--- src/rtl/pc_next_select.sv ---
// IF-stage next-PC select: registered PC, fixed-priority redirect,
// stall hold, optional delay slot, misalign flag and redirect counter.
module pc_next_select #(
    parameter int               WIDTH        = 32,
    parameter int               STEP         = 4,
    parameter logic [WIDTH-1:0] RESET_VECTOR = '0,
    parameter int               DELAY_SLOT   = 0,
    parameter int               CNT_W        = 16
) (
    input  logic             clk,
    input  logic             reset,
    input  logic             stall,
    input  logic             branch_taken,
    input  logic [WIDTH-1:0] bta,
    input  logic             jump,
    input  logic [WIDTH-1:0] jump_addr,
    input  logic             jr,
    input  logic [WIDTH-1:0] jr_addr,
    output logic [WIDTH-1:0] pc,
    output logic [WIDTH-1:0] pc_plus_step,
    output logic             redirected,
    output logic             misalign,
    output logic [CNT_W-1:0] redirect_cnt
);

    typedef enum logic {IDLE, PENDING} state_t;

    state_t           state_q, state_d;
    logic [WIDTH-1:0] pc_q, pc_d;
    logic [WIDTH-1:0] tgt_q, tgt_d;
    logic             redirected_q, redirected_d;
    logic             misalign_q, misalign_d;
    logic [CNT_W-1:0] cnt_q, cnt_d;

    logic             req;
    logic [WIDTH-1:0] sel_tgt;
    logic [WIDTH-1:0] aligned_tgt;

    assign pc_plus_step = pc_q + WIDTH'(STEP);
    assign req          = jr | jump | branch_taken;

    always_comb begin
        sel_tgt = bta;
        if (jr)
            sel_tgt = jr_addr;
        else if (jump)
            sel_tgt = jump_addr;
    end

    assign aligned_tgt = {sel_tgt[WIDTH-1:2], 2'b00};

    always_comb begin
        state_d      = state_q;
        pc_d         = pc_q;
        tgt_d        = tgt_q;
        redirected_d = 1'b0;
        misalign_d   = misalign_q;
        cnt_d        = cnt_q;
        if (!stall) begin
            if (state_q == PENDING) begin
                // delay-slot instruction issued; now jump to the held target
                pc_d         = tgt_q;
                redirected_d = 1'b1;
                state_d      = IDLE;
            end else if (req) begin
                misalign_d = misalign_q | (sel_tgt[1:0] != 2'b00);
                if (cnt_q != {CNT_W{1'b1}})
                    cnt_d = cnt_q + CNT_W'(1);
                if (DELAY_SLOT != 0) begin
                    pc_d    = pc_plus_step;
                    tgt_d   = aligned_tgt;
                    state_d = PENDING;
                end else begin
                    pc_d         = aligned_tgt;
                    redirected_d = 1'b1;
                end
            end else begin
                pc_d = pc_plus_step;
            end
        end
    end

    always_ff @(posedge clk) begin
        if (reset) begin
            state_q      <= IDLE;
            pc_q         <= RESET_VECTOR;
            tgt_q        <= '0;
            redirected_q <= 1'b0;
            misalign_q   <= 1'b0;
            cnt_q        <= '0;
        end else begin
            state_q      <= state_d;
            pc_q         <= pc_d;
            tgt_q        <= tgt_d;
            redirected_q <= redirected_d;
            misalign_q   <= misalign_d;
            cnt_q        <= cnt_d;
        end
    end

    assign pc           = pc_q;
    assign redirected   = redirected_q;
    assign misalign     = misalign_q;
    assign redirect_cnt = cnt_q;

endmodule

--- config.mk ---
export PLATFORM = sky130hd
export DESIGN_NAME = pc_next_select
export DESIGN_NICKNAME = d
export VERILOG_FILES = /design/src/rtl/pc_next_select.sv
export SDC_FILE = /design/constraint.sdc
export NUM_CORES = 1
export LEC_CHECK = 0
export CAP_MARGIN = 0
export CORE_MARGIN = 5
export CORE_UTILIZATION = 41
export DETAILED_ROUTE_END_ITERATION = 12
export PLACE_DENSITY_LB_ADDON = 0.3
export SETUP_SLACK_MARGIN = 0.2
export SLEW_MARGIN = 40
export SYNTH_ARGS = -nofsm -noshare
export SYNTH_HDL_FRONTEND = slang
export SYNTH_SLANG_ARGS = --single-unit
--- constraint.sdc ---
create_clock -name clk -period 2.39 [get_ports clk]
set_input_delay 0.5975 -clock clk [delete_from_list [all_inputs] [get_ports clk]]
set_output_delay 0.5975 -clock clk [all_outputs]
set_load 0.005 [all_outputs]
==> run_results.csv <==
group,metric,value,unit
run_status,outcome,"finished, violations left",
run_status,failed_checks,"setup timing",
routing,routed_via_density,5.89,
synthesis,yosysMostFrequentCell,"dfxtp_1",
worst_setup_path,cp_max_fo,3,
worst_setup_path,worstRegToRegCells,9,
min_path,whs_path_depth,2,
min_path,hold_end,"misalign",
synthesis,ys_warn_count,0,
power,vdd_drop_max,0.230,mV
sta,fin_ws,-0.0714,ns
synthesis,synth_cell_types,56,
worst_setup_path,cp_slowest_cell,"dfxtp_2",
clock_tree,cts_hold_buf,0,
clock_tree,cts.clk_slew.worst_paths,0.10,ns
finish,area_growth,84.9,%
synthesis,synthAdderAreaFrac,0.00698,
routing,drt_pass1_iterations,6,
sta,drv_slew,0,
power,powerDensity,342,nW/µm²
power,power,2.27,mW
routing,finalWirelength,16.5,mm
finish,layout-drive-gt1-share,0.299,
clock_tree,clk_path_buf_depth,2,
clock_tree,cts_buffers,5,
synthesis,async_flop_share,0,
grt,grt_antenna_before_repair,0,
finish,num_antenna_cells,0,
placed_design,post-place-ws,-0.191,ns
sta,setup_tns,-0.316,ns
clock_tree,clock-root-buffer,"clkbuf_8",
sta,rsz0062_at_grt,"true",
synthesis,synth_edf_count,0,
grt,grt_pass1_wl,25.8,mm
grt,track_usage,0.285,
grt,grt-ovfl-total,0,
synthesis,syn_inst,477,
synthesis,syn_area_per_cell,7.52,µm²
floorplanning,dieArea,10700,µm²
worst_setup_path,crit_top_cell,"buf_6",
sta,period_needed,2.46,ns
worst_setup_path,ff2ff_setup_slack,0.34,ns
grt,grt_start_max_net_pins,32,
floorplanning,ios,184,
sta,max_freq,406,MHz
synthesis,synthTopCellsByCount,"dfxtp_1 (48), nor2_1 (45), nand2_1 (36)",
finish,nets,849,
sta,max_slew.worst_pin.slew,0.617,ns
worst_setup_path,path_class,"reg -> out",
synthesis,synthMuxAreaShare,0.00873,
finish,final_core_util,0.767,
min_path,hp-class,"reg -> reg",
routing,drtIter0Drc,299,
worst_setup_path,r2r-start,"pc[15]",
min_path,hp-start,"misalign",
power,p_leak,2.73,nW
floorplanning,placementRows,34,
synthesis,synth-seq-area-share,0.268,
clock_tree,cts.sinks,48,
routing,drc_errors,0,
floorplanning,dieHeight,104,µm
synthesis,synth_top_area_frac,0.268,
sta,fin_worst_skew,0.0116,ns
sta,final-hold-violation-count,0,
synthesis,ys_ff_latch,48,
clock_tree,cts_tree,"yes",
clock_tree,htreeDepth,2,
routing,routedWlPerCell,19.4,µm
sta,slew_headroom,0.587,
routing,dr_total_vias,5034,
flow_run,cap_violations,0,
routing,ant_nets,0,
floorplanning,start_util,0.415,
synthesis,ys_top_cells_by_area,"dfxtp_1 (27%), xnor2_1 (6.1%), nand4_1 (4.7%)",
synthesis,mappedNetlistArea,3580,µm²
grt,grt_pass1_vias,5092,
synthesis,synth_top_family_by_area,"simple AND/OR/NAND/NOR gates",
worst_setup_path,cp-end-kind,"primary output",
worst_setup_path,arrival,1.86,ns
synthesis,yosys.area.top_type,"dfxtp_1",
synthesis,synthSimpleGateAreaFrac,0.312,
floorplanning,core_area,8640,µm²
placed_design,port_buffers,179,
placed_design,hpwl,12.0,mm
worst_setup_path,crit_required,1.79,ns
finish,n_fill_cell,600,
clock_tree,clk_latency,0.31,ns
worst_setup_path,r2r_end,"pc[27]",
sta,setup_viol,9,
placed_design,gp_congestion,0.998,
floorplanning,die_w,104,µm
synthesis,synth-compound-area-share,0.239,
synthesis,synthXorXnorAreaFrac,0.0977,
worst_setup_path,max_stage_delay,0.37,ns
worst_setup_path,critPathLaunchType,"register",
sta,period_share,1.03,
synthesis,ys.flop_type,"dfxtp_1",
worst_setup_path,worstPathCellList,"buf_6 -> nand4_1 -> nor4_4 -> buf_4 -> buf_6 -> nand2_4 -> xnor2_2 -> buf_2",
-- metrics by stage --
stage               std cells  hold WS, ns  area, µm²
floorplan                 480        0.460       3610
global placement          814        0.459       6050
detailed placement        814        0.504       6050
CTS                       847        0.533       6480
global route              854        0.560       6630
finish                    854        0.521       6630
-- cell type report --
type,count,area (µm²),area share
clock buffer,5,68.8,0.0104
clock inverter,3,46.3,0.00699
inverter,12,45.0,0.00680
multi-input combinational,376,2670,0.402
sequential,48,991,0.150
tap,108,135,0.0204
timing repair buffer,302,2670,0.403
-- cells by family (layout without fill, tap and decap cells) --
group | count (synthesis) | after routing
AND/OR/NAND/NOR | 204 | 204
AO/OA/AOI/OAI | 123 | 123
buffers and inverters | 56 | 322
flip-flops | 48 | 48
XOR/XNOR | 40 | 40
multiplexers | 3 | 3
adder cells (fa/ha/maj) | 2 | 2
other | 1 | 4
-- worst max path at each step --
stage	startpoint	to	slack, ns	depth (start not counted)
2_1_floorplan	pc[2]	pc_plus_step[24]	0.19	6
3_3_place_gp	pc[3]	pc_plus_step[30]	-0.14	6
3_5_place_dp	pc[3]	pc_plus_step[30]	-0.19	6
4_1_cts	pc[15]	pc_plus_step[27]	-0.06	8
5_1_grt	pc[15]	pc_plus_step[23]	-0.18	8
6_report	pc[15]	pc_plus_step[30]	-0.07	8
-- routing by layer --
metal | global-route usage | routed length, µm | vias to the layer above | part of all wire
li1 | - | - | 2318 | -
met1 | 0.339 | 6300 | 2378 | 0.38
met2 | 0.481 | 8200 | 290 | 0.50
met3 | 0.0815 | 1510 | 48 | 0.091
met4 | 0.112 | 546 | 0 | 0.033
met5 | 0 | 0 | - | 0
-- placed cells by master, fill, tap and decap left out, drive strengths merged, types with 5 or more instances in the layout --
cell and instances:
clkdlybuf4s50 150, buf 149, dfxtp 48, nor2 45
nand2 36, nand4 29, o21ai 28, xnor2 25
nor3 22, nand3 22, a22oi 20, a21oi 19
xor2 15, inv 12, nor4 11, or4 10
o211ai 8, o32ai 8, a221oi 7, a221o 7
clkbuf 7, a31oi 5, o21bai 5, nor2b 5
and3 5, and4 5
-- sequential cells by signal, indices dropped and copies added (netlist names) --
register and count:
misalign 1, pc 30, redirect_cnt 16, redirected 1
-- power by group --
group / leakage [nW] / internal (mW) / switching [mW]
Combinational: 2.28 / 0.429 / 0.317
Clock: 0.0548 / 0.316 / 0.313
Sequential: 0.400 / 0.844 / 0.0503
-- critical path, delay by kind of cell (launching register included) --
family / cells / cell delay (ns)
buffers and inverters: 4 / 0.51
and+or+nand+nor: 3 / 0.50
DFF: 1 / 0.37
xor gates and xnor gates: 1 / 0.16
-- what timing repair did --
item	CTS	global route
pin swaps	40	22
setup endpoints to repair	28	34
cloned	0	0
setup buffers	25	7
resized for setup	169	27
Note: power is estimated with default switching activity, not from simulation.
